### config.mk
export PLATFORM = sky130hd
export DESIGN_NAME = apb_master_arbiter_flat
export DESIGN_NICKNAME = d
export VERILOG_FILES = /design/src/rtl/apb_master_arbiter_if.sv /design/src/rtl/apb_master_arbiter.sv /design/src/flat_wrapper.sv
export SDC_FILE = /design/constraint.sdc
export NUM_CORES = 1
export LEC_CHECK = 0
export ABC_AREA = 1
export BUFFER_PORTS_ARGS = -buffer_cell sky130_fd_sc_hd__buf_2
export CAP_MARGIN = 20
export CORE_ASPECT_RATIO = 1.4
export CORE_MARGIN = 2
export CORE_UTILIZATION = 48
export DETAILED_ROUTE_END_ITERATION = 10
export GPL_ROUTABILITY_DRIVEN = 0
export PLACE_DENSITY_LB_ADDON = 0.15
export SLEW_MARGIN = 25
export SYNTH_ARGS = -nofsm -noshare
export SYNTH_HDL_FRONTEND = slang
export SYNTH_SLANG_ARGS = --single-unit
### constraint.sdc
create_clock -name ACLK -period 1.8 [get_ports ACLK]
set_input_delay 0.09 -clock ACLK [delete_from_list [all_inputs] [get_ports ACLK]]
set_output_delay 0.09 -clock ACLK [all_outputs]
set_load 0.01 [all_outputs]
### src/rtl/apb_master_arbiter_if.sv
// apb_master_arbiter_if: bundles the requester side and the APB side of the
// shared APB3 master arbiter.
//
// Requester side:
//   req_valid_i / req_write_i  per-requester request valid and direction
//   req_addr_i / req_wdata_i   packed address / write data, slice i = requester i
//   req_ready_o / rsp_valid_o  one-hot completion pulse (identical)
//   rsp_rdata_o / rsp_err_o    shared response data and error, qualified by rsp_valid_o
//   busy_o                     arbiter is not idle
// APB side:
//   PSEL, PENABLE, PWRITE, PADDR, PWDATA driven by the arbiter
//   PRDATA, PREADY, PSLVERR     driven by the slave
//
// Modports: master = the arbiter itself, slave = the surrounding environment.
interface apb_master_arbiter_if #(
    parameter int unsigned NUM_REQ        = 2,
    parameter int unsigned APB_ADDR_WIDTH = 32,
    parameter int unsigned APB_DATA_WIDTH = 32
);
    logic [NUM_REQ-1:0]                req_valid_i;
    logic [NUM_REQ-1:0]                req_write_i;
    logic [NUM_REQ*APB_ADDR_WIDTH-1:0] req_addr_i;
    logic [NUM_REQ*APB_DATA_WIDTH-1:0] req_wdata_i;
    logic [NUM_REQ-1:0]                req_ready_o;
    logic [APB_DATA_WIDTH-1:0]         rsp_rdata_o;
    logic                              rsp_err_o;
    logic [NUM_REQ-1:0]                rsp_valid_o;
    logic                              busy_o;

    logic                              PSEL;
    logic                              PENABLE;
    logic                              PWRITE;
    logic [APB_ADDR_WIDTH-1:0]         PADDR;
    logic [APB_DATA_WIDTH-1:0]         PWDATA;
    logic [APB_DATA_WIDTH-1:0]         PRDATA;
    logic                              PREADY;
    logic                              PSLVERR;

    modport master (
        input  req_valid_i, req_write_i, req_addr_i, req_wdata_i,
        input  PRDATA, PREADY, PSLVERR,
        output req_ready_o, rsp_rdata_o, rsp_err_o, rsp_valid_o, busy_o,
        output PSEL, PENABLE, PWRITE, PADDR, PWDATA
    );

    modport slave (
        output req_valid_i, req_write_i, req_addr_i, req_wdata_i,
        output PRDATA, PREADY, PSLVERR,
        input  req_ready_o, rsp_rdata_o, rsp_err_o, rsp_valid_o, busy_o,
        input  PSEL, PENABLE, PWRITE, PADDR, PWDATA
    );
endinterface

### src/rtl/apb_master_arbiter.sv
// apb_master_arbiter: shares one APB3 master port between NUM_REQ single-beat
// valid/ready requesters with round-robin arbitration, proper SETUP/ACCESS
// sequencing and an ACCESS-phase timeout against hung slaves.
//
// Ports:
//   ACLK    clock, rising edge
//   ARESET  synchronous active-high reset
//   bus     apb_master_arbiter_if.master (requester handshake + APB signals)
//
// All outputs are decodes of registered state; PREADY/PRDATA/PSLVERR only
// reach requester outputs through the captured response registers.
module apb_master_arbiter #(
    parameter int unsigned NUM_REQ        = 2,
    parameter int unsigned APB_ADDR_WIDTH = 32,
    parameter int unsigned APB_DATA_WIDTH = 32,
    parameter int unsigned TIMEOUT_CYCLES = 255
) (
    input logic                  ACLK,
    input logic                  ARESET,
    apb_master_arbiter_if.master bus
);
    localparam int unsigned IdxW = (NUM_REQ > 1) ? $clog2(NUM_REQ) : 1;
    localparam bit          TimeoutEn = (TIMEOUT_CYCLES != 0);
    localparam logic [15:0] TimeoutLast = TimeoutEn ? 16'(TIMEOUT_CYCLES - 1) : 16'd0;
    localparam logic [IdxW-1:0] LastReset = IdxW'(NUM_REQ - 1);

    typedef enum logic [1:0] {StIdle, StSetup, StAccess, StResp} state_e;

    state_e                    state_q, state_d;
    logic [IdxW-1:0]           grant_q, grant_d;
    logic [IdxW-1:0]           last_grant_q, last_grant_d;
    logic                      write_q, write_d;
    logic [APB_ADDR_WIDTH-1:0] addr_q, addr_d;
    logic [APB_DATA_WIDTH-1:0] wdata_q, wdata_d;
    logic [APB_DATA_WIDTH-1:0] rdata_q, rdata_d;
    logic                      err_q, err_d;
    logic [15:0]               cnt_q, cnt_d;

    // Round-robin pick: first valid requester after last_grant, wrapping.
    logic            gnt_found;
    logic [IdxW-1:0] gnt_idx;

    always_comb begin
        int unsigned     cand;
        logic [IdxW-1:0] cand_idx;
        gnt_found = 1'b0;
        gnt_idx   = '0;
        cand      = 0;
        cand_idx  = '0;
        for (int unsigned k = 1; k <= NUM_REQ; k++) begin
            cand     = (32'(last_grant_q) + k) % NUM_REQ;
            cand_idx = IdxW'(cand);
            if (!gnt_found && bus.req_valid_i[cand_idx]) begin
                gnt_found = 1'b1;
                gnt_idx   = cand_idx;
            end
        end
    end

    always_comb begin
        state_d      = state_q;
        grant_d      = grant_q;
        last_grant_d = last_grant_q;
        write_d      = write_q;
        addr_d       = addr_q;
        wdata_d      = wdata_q;
        rdata_d      = rdata_q;
        err_d        = err_q;
        cnt_d        = cnt_q;

        unique case (state_q)
            StIdle: begin
                if (gnt_found) begin
                    grant_d      = gnt_idx;
                    last_grant_d = gnt_idx;
                    write_d      = bus.req_write_i[gnt_idx];
                    addr_d       = bus.req_addr_i[gnt_idx*APB_ADDR_WIDTH +: APB_ADDR_WIDTH];
                    wdata_d      = bus.req_wdata_i[gnt_idx*APB_DATA_WIDTH +: APB_DATA_WIDTH];
                    state_d      = StSetup;
                end
            end
            StSetup: begin
                // Counter is cleared on the way into ACCESS.
                cnt_d   = '0;
                state_d = StAccess;
            end
            StAccess: begin
                if (bus.PREADY) begin
                    // Completion wins over a timeout expiring in the same cycle.
                    rdata_d = write_q ? '0 : bus.PRDATA;
                    err_d   = bus.PSLVERR;
                    state_d = StResp;
                end else if (TimeoutEn && (cnt_q == TimeoutLast)) begin
                    rdata_d = '0;
                    err_d   = 1'b1;
                    state_d = StResp;
                end else begin
                    cnt_d = cnt_q + 16'd1;
                end
            end
            StResp: begin
                state_d = StIdle;
            end
            default: begin
                state_d = StIdle;
            end
        endcase
    end

    always_ff @(posedge ACLK) begin
        if (ARESET) begin
            state_q      <= StIdle;
            grant_q      <= '0;
            last_grant_q <= LastReset;
            write_q      <= 1'b0;
            addr_q       <= '0;
            wdata_q      <= '0;
            rdata_q      <= '0;
            err_q        <= 1'b0;
            cnt_q        <= '0;
        end else begin
            state_q      <= state_d;
            grant_q      <= grant_d;
            last_grant_q <= last_grant_d;
            write_q      <= write_d;
            addr_q       <= addr_d;
            wdata_q      <= wdata_d;
            rdata_q      <= rdata_d;
            err_q        <= err_d;
            cnt_q        <= cnt_d;
        end
    end

    logic                  on_bus;
    logic                  in_resp;
    logic [NUM_REQ-1:0]    grant_oh;

    assign on_bus   = (state_q == StSetup) || (state_q == StAccess);
    assign in_resp  = (state_q == StResp);
    assign grant_oh = NUM_REQ'(1) << grant_q;

    assign bus.PSEL        = on_bus;
    assign bus.PENABLE     = (state_q == StAccess);
    assign bus.PWRITE      = on_bus ? write_q : 1'b0;
    assign bus.PADDR       = on_bus ? addr_q : '0;
    assign bus.PWDATA      = on_bus ? wdata_q : '0;

    assign bus.req_ready_o = in_resp ? grant_oh : '0;
    assign bus.rsp_valid_o = in_resp ? grant_oh : '0;
    assign bus.rsp_rdata_o = in_resp ? rdata_q : '0;
    assign bus.rsp_err_o   = in_resp ? err_q : 1'b0;
    assign bus.busy_o      = (state_q != StIdle);
endmodule
### src/flat_wrapper.sv
// flat-port wrapper written by rule: the top's interface ports become plain ports
module apb_master_arbiter_flat 
#(
    parameter int unsigned NUM_REQ        = 2,
    parameter int unsigned APB_ADDR_WIDTH = 32,
    parameter int unsigned APB_DATA_WIDTH = 32,
    parameter int unsigned TIMEOUT_CYCLES = 255
)
  (ACLK, ARESET, bus_req_valid_i, bus_req_write_i, bus_req_addr_i, bus_req_wdata_i, bus_PRDATA, bus_PREADY, bus_PSLVERR, bus_req_ready_o, bus_rsp_rdata_o, bus_rsp_err_o, bus_rsp_valid_o, bus_busy_o, bus_PSEL, bus_PENABLE, bus_PWRITE, bus_PADDR, bus_PWDATA);
  apb_master_arbiter_if #(.NUM_REQ(NUM_REQ), .APB_ADDR_WIDTH(APB_ADDR_WIDTH), .APB_DATA_WIDTH(APB_DATA_WIDTH)) bus_i ();
  input logic ACLK;
  input logic ARESET;
  input wire logic [$bits(bus_i.req_valid_i)-1:0] bus_req_valid_i;
  input wire logic [$bits(bus_i.req_write_i)-1:0] bus_req_write_i;
  input wire logic [$bits(bus_i.req_addr_i)-1:0] bus_req_addr_i;
  input wire logic [$bits(bus_i.req_wdata_i)-1:0] bus_req_wdata_i;
  input wire logic [$bits(bus_i.PRDATA)-1:0] bus_PRDATA;
  input wire logic [$bits(bus_i.PREADY)-1:0] bus_PREADY;
  input wire logic [$bits(bus_i.PSLVERR)-1:0] bus_PSLVERR;
  output wire logic [$bits(bus_i.req_ready_o)-1:0] bus_req_ready_o;
  output wire logic [$bits(bus_i.rsp_rdata_o)-1:0] bus_rsp_rdata_o;
  output wire logic [$bits(bus_i.rsp_err_o)-1:0] bus_rsp_err_o;
  output wire logic [$bits(bus_i.rsp_valid_o)-1:0] bus_rsp_valid_o;
  output wire logic [$bits(bus_i.busy_o)-1:0] bus_busy_o;
  output wire logic [$bits(bus_i.PSEL)-1:0] bus_PSEL;
  output wire logic [$bits(bus_i.PENABLE)-1:0] bus_PENABLE;
  output wire logic [$bits(bus_i.PWRITE)-1:0] bus_PWRITE;
  output wire logic [$bits(bus_i.PADDR)-1:0] bus_PADDR;
  output wire logic [$bits(bus_i.PWDATA)-1:0] bus_PWDATA;
  assign bus_i.req_valid_i = bus_req_valid_i;
  assign bus_i.req_write_i = bus_req_write_i;
  assign bus_i.req_addr_i = bus_req_addr_i;
  assign bus_i.req_wdata_i = bus_req_wdata_i;
  assign bus_i.PRDATA = bus_PRDATA;
  assign bus_i.PREADY = bus_PREADY;
  assign bus_i.PSLVERR = bus_PSLVERR;
  assign bus_req_ready_o = bus_i.req_ready_o;
  assign bus_rsp_rdata_o = bus_i.rsp_rdata_o;
  assign bus_rsp_err_o = bus_i.rsp_err_o;
  assign bus_rsp_valid_o = bus_i.rsp_valid_o;
  assign bus_busy_o = bus_i.busy_o;
  assign bus_PSEL = bus_i.PSEL;
  assign bus_PENABLE = bus_i.PENABLE;
  assign bus_PWRITE = bus_i.PWRITE;
  assign bus_PADDR = bus_i.PADDR;
  assign bus_PWDATA = bus_i.PWDATA;
  apb_master_arbiter #(.NUM_REQ(NUM_REQ), .APB_ADDR_WIDTH(APB_ADDR_WIDTH), .APB_DATA_WIDTH(APB_DATA_WIDTH), .TIMEOUT_CYCLES(TIMEOUT_CYCLES)) u_core (.ACLK(ACLK), .ARESET(ARESET), .bus(bus_i));
endmodule
## Yosys cells after proc, flatten, opt, wreduce, memory -nomap -nowiden

Cells that the tools add are included.

| cells by class | value |
|---|---|
| reductions and logical operators | 11 |
| equality and inequality tests | 8 |
| mux-type cells | 28 |
| shifts and indexed selects | 3 |
| magnitude comparators | 3 |
| add/subtract/negate cells | 3 |

Operator list:

| cell | number |
|---|---|
| 2-to-1 mux 32 bit | 6 |
| variable part select 64 x 7 -> 32 bit | 2 |
| 2-to-1 mux 16 bit | 2 |
| case mux 16 bit (2 select lines) | 1 |
| adder 16 x 1 -> 16 bit, second input constant | 1 |
| equality test 16 x 8 -> 1 bit, second input constant | 1 |
| 2-to-1 mux 1 bit | 14 |
| 2-to-1 mux 2 bit | 4 |
| case mux 2 bit (4 select lines) | 1 |
| < comparator 1 x 2 -> 1 bit, second input constant | 3 |
| AND reduction 2 bit | 3 |
| nonzero test 2 bit | 3 |
| equality test 2 bit, second input constant | 2 |
| != test 2 bit, second input constant | 2 |
| != test 3 x 2 -> 1 bit, second input constant | 1 |
| AND reduction 3 bit | 1 |
| adder 1 bit, second input constant | 2 |
| equality test 2 x 1 -> 1 bit, second input constant | 1 |
| logical NOT 2 bit | 1 |
| != test 2 x 1 -> 1 bit, second input constant | 1 |
| left shift 1 x 1 -> 2 bit, first input constant | 1 |
| logical AND 1 bit | 1 |
| logical NOT 1 bit | 1 |
| logical OR 1 bit | 1 |

| storage, ports and cells | value |
|---|---|
| register bits after elaboration | 118 |
| logic and storage cells | 65 |

## Logic depth before layout (Yosys ltp)

Gate-level depths: netlist of run 1.

| depth | value |
|---|---|
| word-level depth | 9 |
| depth in mapped cells | 11 |

## Worst setup path before layout of run 1

No wires, ideal clock.

| timing | value |
|---|---|
| path type | register to output |
| from | register u_core.state_q[1] |
| to | output port bus_PADDR[19] |
| slack | 0.047 ns |
| arrival time | 1.663 ns |
| path buffers | 3 |
| stages on the path, launching flop included | 8 |
| cell sequence | dfxtp_1 -> inv_1 -> ha_1 -> buf_2 -> clkbuf_1 -> buf_1 -> nand2_1 -> inv_1 |

| between the ends | value |
|---|---|
| longest elaborated chain between the ends | 3 |

Ends and longest elaborated chain:

| element | RTL line | source |
|---|---|---|
| start, declared | apb_master_arbiter.sv:29 | `state_e state_q, state_d;` |
| start signal, assigned | apb_master_arbiter.sv:112 | `state_q <= StIdle;` |
| start signal, assigned | apb_master_arbiter.sv:122 | `state_q <= state_d;` |
| equality test 2 x 1 -> 1 bit / equality test 2 bit (equally long branches) | apb_master_arbiter.sv:138 | `assign on_bus = (state_q == StSetup) \|\| (state_q == StAccess);` |
| logical OR 1 bit * | apb_master_arbiter.sv:138 |  |
| named net bus_PSEL | flat_wrapper.sv:25 | `output wire logic [$bits(bus_i.PSEL)-1:0] bus_PSEL;` |
| 2-to-1 mux 32 bit * | apb_master_arbiter.sv:145 | `assign bus.PADDR = on_bus ? addr_q : '0;` |
| end, declared | flat_wrapper.sv:28 | `output wire logic [$bits(bus_i.PADDR)-1:0] bus_PADDR;` |

The timed path passes the listed nets; every way through them passes the cells marked *.

## Worst setup path after layout of run 1

| timing | value |
|---|---|
| from | register u_core.state_q[1] |
| to | output port bus_PWDATA[20] |

| between the ends | value |
|---|---|
| longest elaborated chain between the ends | 3 |

Ends and longest elaborated chain:

| element | RTL line | source |
|---|---|---|
| equality test 2 x 1 -> 1 bit / equality test 2 bit (equally long branches) | apb_master_arbiter.sv:138 |  |
| logical OR 1 bit * | apb_master_arbiter.sv:138 |  |
| 2-to-1 mux 32 bit * | apb_master_arbiter.sv:146 | `assign bus.PWDATA = on_bus ? wdata_q : '0;` |
| end, declared | flat_wrapper.sv:29 | `output wire logic [$bits(bus_i.PWDATA)-1:0] bus_PWDATA;` |

Every way passes the cells marked *; elsewhere a longest branch is shown, timed or not.

==> summary.txt, run 1 <==
Drt
  • Pre-Repair DR Iteration Count: 5
  • Final wirelength: 26480 um
  • Vias per std cell: 5.465
  • Drt first-iter violations: 576
  • # DRC: 0
  • Routed length per instance: 17.06 um
  • Via count: 8481
  • Detail Route Antenna Nets: 0

CTS
  • CTS tree: built
  • Insertion delay to the later sink of the worst-skew pair: 0.41 ns
  • Total clock buffers created by CTS: 17
  • Clock slew at reported path FFs: 0.05 ns
  • Root Buffer: clkbuf_16
  • H-tree depth: 4
  • CTS max path bufs: 2
  • Clock sink total: 118

Logic synthesis
  • Post-Syn Area per Cell: 6.317 um^2
  • Post-Syn Instances: 965
  • Flop and latch count out of synthesis: 118
  • Syn nets: 1139
  • Synth area leader: dfxtp_1
  • Synth Cell Area: 6096 um^2
  • Synth Warn #: 0
  • Cell variety after synth: 26
  • Yosys top cell area share: 0.3875
  • Top post-synthesis cells by area: dfxtp_1 (39%), nand2_1 (23%), inv_1 (8.3%)
  • Register area share after synthesis: 0.3875

Setup path
  • Worst reg-to-reg path cell count: 7
  • Critical Path Max Stage Delay: 0.35 ns
  • R2R Setup Slk: 0.11 ns
  • Critical Path Sink: bus_PWDATA[20]
  • CP Max Fanout: 7
  • CP endpoint kind: output port
  • Worst r2r src: u_core.state_q[1]
  • WP data arrival: 1.71 ns
  • Critical path class: reg2out
  • Cell Chain, Critical Path: inv_2, ha_4, buf_12, clkbuf_16, nand2_1, inv_1, buf_2
  • Req. time, crit path: 1.71 ns
  • CP startpoint: u_core.state_q[1]
  • Critical path launch point type: flop
  • Slowest-stage cell, CP: dfxtp_2
  • End of the worst register-to-register path: u_core.write_q

STA
  • Worst slew pin tran: 0.4517 ns
  • Hold slack: 0.1054 ns
  • Final Max Slew Viols: 0
  • Post-Route Skew: 0.008260 ns
  • RSZ-0062 raised after global routing: yes
  • # setup viols final: 1
  • Final WS setup: -0.003958 ns
  • Fin crit period: 1.804 ns
  • Fmax: 0.5543 GHz
  • Slew margin rel.: 0.6989
  • Final hold violation count: 0
  • Crit share post-route: 1.002

Power
  • Pwr Density: 1340 nW/um^2
  • Max IR drop VDD: 0.0008366 V
  • Total Power: 13.53 mW
  • Static Leak: 5.449 nW

Hold path
  • Hold Startpoint: bus_PREADY
  • HP Class: in2reg

Finish
  • Layout cells sized above 1: 0.2595
  • Layout overhead on the synthesized area: 65.70%
  • Final net count: 1562

Die
  • Area of the die: 13630 um^2
  • Area of the core: 12370 um^2
  • Die height: 137.3 um
  • Number of core rows: 48
  • Initial Util: 0.4927
  • Die Wd: 99.24 um
  • IO Pins: 273

Status
  • Violated checks: negative setup slack
  • Status: complete, but fails checks

Global routing
  • Global Route Usage Sum: 0.3532
  • Initial antenna violation count: 1
  • First-pass GRT wire length: 38580 um
  • Vias in the first global route: 8210
  • Pin count of the biggest net entering global routing: 65
  • Grt ovf: 0

Job
  • Max_cap viols: 0

Place
  • DPL Wire Length: 13180 um
  • Port bufs: 272
[power by group]
part	leakage [nW]	switching [mW]	internal, mW
sequential	0.970	0.522	3.34
combinational	4.20	3.71	2.71
clock	0.280	1.19	2.06
[routing by layer]
metal	global-route usage	vias to the layer above	share of wire
met5	0	-	0
met4	0.2237	0	0.074
met3	0.09893	189	0.096
met2	0.6201	622	0.49
met1	0.3697	3798	0.34
li1	-	3872	-
[sequential cells by signal, summed over array words and instances, names as in the netlist]
name and flops:
u_core.write_q 1, u_core.last_grant_q 1, u_core.rdata_q 32, u_core.err_q 1
u_core.grant_q 1, u_core.addr_q 32, u_core.state_q 2, u_core.wdata_q 32
u_core.cnt_q 16
[cells in the mapped netlist]
| master | number |
|---|---|
| buf_8 | 1 |
| nand3_4 | 2 |
| o211ai_1 | 1 |
| clkbuf_1 | 34 |
| inv_1 | 135 |
| nor3_1 | 1 |
| dfxtp_1 | 118 |
| buf_4 | 2 |
| nand4_1 | 12 |
| buf_6 | 3 |
| nor3b_1 | 1 |
| nor2_2 | 1 |
| nor2_4 | 1 |
| buf_2 | 17 |
| a21oi_1 | 40 |
| o21ai_0 | 72 |
| nor2_1 | 48 |
| nand3b_1 | 2 |
| nand2_2 | 4 |
| nand2_1 | 366 |
| buf_1 | 8 |
| inv_2 | 3 |
| a21oi_2 | 4 |
| nand3_1 | 18 |
| ha_1 | 6 |
| a31oi_1 | 65 |
[placed cells by master, fill, tap and decap left out, types with 5 or more instances in the layout]
cell type        n
a21oi_1         40
dfxtp_1        116
nand3_1         18
clkbuf_8         5
buf_4           15
buf_6            6
a31oi_1         65
buf_2          268
clkbuf_16       21
nand2_1        365
ha_1             5
inv_2           10
nand2_2          5
nand4_1         12
o21ai_0         72
inv_1          128
nor2_1          47
buf_12          12
dlygate4sd3_1  163
[critical path: cells and delay by family, from the launching register on]
kind	cells	cell delay [ns]
simple gates	1	0.07
flops	1	0.35
fa+ha+maj	1	0.28
buf+inv	5	0.58
[logic make-up (layout without fill, tap and decap cells)]
| logic type | Yosys count | in the layout | synth area share |
|---|---|---|---|
| other | 0 | 3 | 0 |
| buffers and inverters | 203 | 637 | 0.1353 |
| AND/OR/NAND/NOR | 456 | 456 | 0.2993 |
| AO/OA/AOI/OAI | 182 | 182 | 0.1656 |
| adder cells (fa/ha/maj) | 6 | 6 | 0.01231 |
| flip-flops | 118 | 118 | 0.3875 |
[timing repair]
item | 4_1_cts | 5_1_grt
hold buffers | 163 | 0
pin swaps | 0 | 1
endpoints found under the hold margin | 98 | 0
setup endpoints to repair | 58 | 60
buffers inserted | 0 | 4
resized for setup | 4 | 14
gates cloned | 1 | 6
[through the flow]
step	cells	TNS [ns]	instance area (um^2)	worst slack (ns)	utilization
2_1_floorplan	965	0	6096	0.04681	-
3_3_place_gp	1345	0	7664	0.2501	0.6194
3_5_place_dp	1345	0	7664	0.1979	0.6194
4_1_cts	1539	0	9902	0.002275	0.8004
5_1_grt	1550	-0.2116	10100	-0.02862	0.8160
6_report	1552	-0.003958	10100	-0.003958	0.8164
[cell type report]
class,count,area (um^2)
repair buffers,469,3521
diodes,3,7.507
fillers,754,2271
inverters,138,518.0
clock buffers,22,494.2
well taps,150,187.7
multi-input cells,644,2934
clock inverters,8,73.82
flip-flops and latches,118,2365
[worst min-delay path by stage]
stage,end,cells past startpoint
5_1_grt,u_core.cnt_q[0],6
3_5_place_dp,u_core.err_q,3
6_report,u_core.cnt_q[0],6
3_3_place_gp,u_core.err_q,3
4_1_cts,u_core.cnt_q[0],6
2_1_floorplan,u_core.rdata_q[0],2
Power figures use the tool's default switching activity.
==> run 2, diff against run 1 <==
SKIP_LAST_GASP = 1   (was unset)
==> summary.txt, run 2 (same netlist as run 1, synthesis figures left out) <==
STA
  • Final hold violation count: 0
  • Slew margin rel.: 0.7115
  • Fmax: 0.5562 GHz
  • Crit share post-route: 0.9989
  • Final Max Slew Viols: 0
  • Final WS setup: 0.002019 ns
  • Worst slew pin tran: 0.4327 ns
  • Fin crit period: 1.798 ns
  • # setup viols final: 0
  • Post-Route Skew: 0.005537 ns

Setup path
  • WP data arrival: 1.71 ns
  • Critical path launch point type: flop
  • Cell Chain, Critical Path: inv_2, ha_4, buf_12, buf_16, nand2_1, inv_1, buf_2
  • Critical path class: reg2out
  • Critical Path Max Stage Delay: 0.34 ns
  • Worst r2r src: u_core.state_q[0]
  • Slowest-stage cell, CP: dfxtp_2
  • CP Max Fanout: 8
  • End of the worst register-to-register path: u_core.write_q
  • Crit path buffers/inverters: 5
  • R2R Setup Slk: 0.10 ns
  • Worst reg-to-reg path cell count: 7
  • CP endpoint kind: output port
  • Req. time, crit path: 1.71 ns
  • Delay-heaviest family, CP: buffers and inverters

Die
  • IO Pins: 273
  • Number of core rows: 48
  • Area of the die: 13630 um^2
  • Initial Util: 0.4927
  • Die Wd: 99.24 um
  • Die height: 137.3 um
  • Area of the core: 12370 um^2

Global routing
  • Vias in the first global route: 8211
  • Initial antenna violation count: 1
  • First-pass GRT wire length: 38570 um
  • Grt ovf: 0
  • Pin count of the biggest net entering global routing: 65
  • Global Route Usage Sum: 0.3532

Status
  • Status: finished clean

Place
  • Port bufs: 272
  • DP Area: 7664 um^2
  • Place WS: 0.1979 ns
  • DPL Wire Length: 13180 um

Power
  • Max IR drop VDD: 0.0007968 V
  • Total Power: 13.53 mW
  • Pwr Density: 1340 nW/um^2
  • Static Leak: 5.449 nW

Drt
  • # DRC: 0
  • Routed length per instance: 17.09 um
  • Via count: 8566
  • Drt first-iter violations: 657
  • Detail Route Antenna Nets: 0
  • Final wirelength: 26530 um
  • Vias per std cell: 5.519
  • Pre-Repair DR Iteration Count: 7

CTS
  • Insertion delay to the later sink of the worst-skew pair: 0.41 ns
  • CTS max path bufs: 2
  • Clock sink total: 118
  • CTS tree: built
  • Clock slew at reported path FFs: 0.05 ns
  • H-tree depth: 4
  • Root Buffer: clkbuf_16
  • Total clock buffers created by CTS: 17

Finish
  • Final net count: 1562
  • Biggest regs: u_core.addr_q (32), u_core.rdata_q (32), u_core.wdata_q (32)
  • Fillers: 750
  • Layout overhead on the synthesized area: 65.66%
  • Final Cell Area: 10100 um^2
  • Layout cells sized above 1: 0.2595
  • Final core occ: 0.8162
  • Commonest non-fill, non-tap cell in the layout: nand2_1
  • Most frequent cells in the layout: nand2_1 (365), buf_2 (269), dlygate4sd3_1 (163)

Job
  • Max_cap viols: 0

Hold path
  • Endpoint, Worst Hold: u_core.cnt_q[0]
  • HP Class: in2reg
  • Hold Path Depth: 6
  • Hold Startpoint: bus_PREADY
run 2: changes by cell type in the layout (fill, tap and decap cells not counted):
cell   change
buf_4      -1
buf_2      +1
run 2: power by group:
part	total, mW	switching [mW]	internal (mW)
logic	6.41	3.70	2.71
registers	3.86	0.521	3.34
clock network	3.26	1.20	2.06
run 2: area by class of cell:
type	count	area [um^2]	area share
timing repair buffer	469	3518	0.3484
multi-input combinational	644	2934	0.2905
sequential	118	2365	0.2342
inverter	138	518.0	0.05129
clock buffer	22	494.2	0.04894
tap	150	187.7	0.01859
clock inverter	8	73.82	0.007310
antenna	3	7.507	0.0007434
run 2: worst register-to-register path, cell delays in order (launching register included):
cell           delay (ns)
dfxtp_2              0.32
inv_2                0.10
ha_4                 0.15
inv_1                0.07
a21oi_4              0.18
o21ai_0              0.10
a31oi_1              0.17
dlygate4sd3_1        0.56
run 2: metrics by stage:
stage | setup TNS (ns) | hold slack, ns | cells
after floorplan | 0 | 0.2375 | 965
after global placement | 0 | 0.3279 | 1345
after detailed placement | 0 | 0.3350 | 1345
after CTS | -0.7839 | 0.08928 | 1539
after global routing | -0.4770 | 0.1259 | 1550
final | 0 | 0.1045 | 1552
run 2: timing repair:
| action | 4_1_cts | 5_1_grt |
|---|---|---|
| gates resized for setup | 2 | 15 |
| setup endpoints to repair | 58 | 67 |
| hold buffers | 163 | 0 |
| pin swaps | 0 | 1 |
| cloned | 1 | 6 |
| buffers inserted | 0 | 4 |
| hold endpoints to repair | 98 | 0 |
run 2: worst max path at each step:
stage | startpoint | endpoint | slack [ns] | depth (start not counted)
after detailed placement | u_core.state_q[0] | u_core.addr_q[6] | 0.20 | 8
after global routing | u_core.state_q[0] | bus_PADDR[30] | -0.04 | 7
after floorplan | u_core.state_q[1] | bus_PADDR[19] | 0.05 | 7
final | u_core.state_q[0] | bus_PWDATA[25] | 0.002 | 7
after global placement | u_core.cnt_q[2] | u_core.cnt_q[15] | 0.25 | 8
after CTS | u_core.state_q[1] | bus_PADDR[28] | -0.05 | 6
run 2: layer usage:
layer  vias to the layer above  global-route usage  wire length (um)
li1                       3875                   -                 -
met1                      3829              0.3697              8787
met2                       673              0.6190             13130
met3                       189             0.09843              2672
met4                         0              0.2268              1940
met5                         -                   0                 0
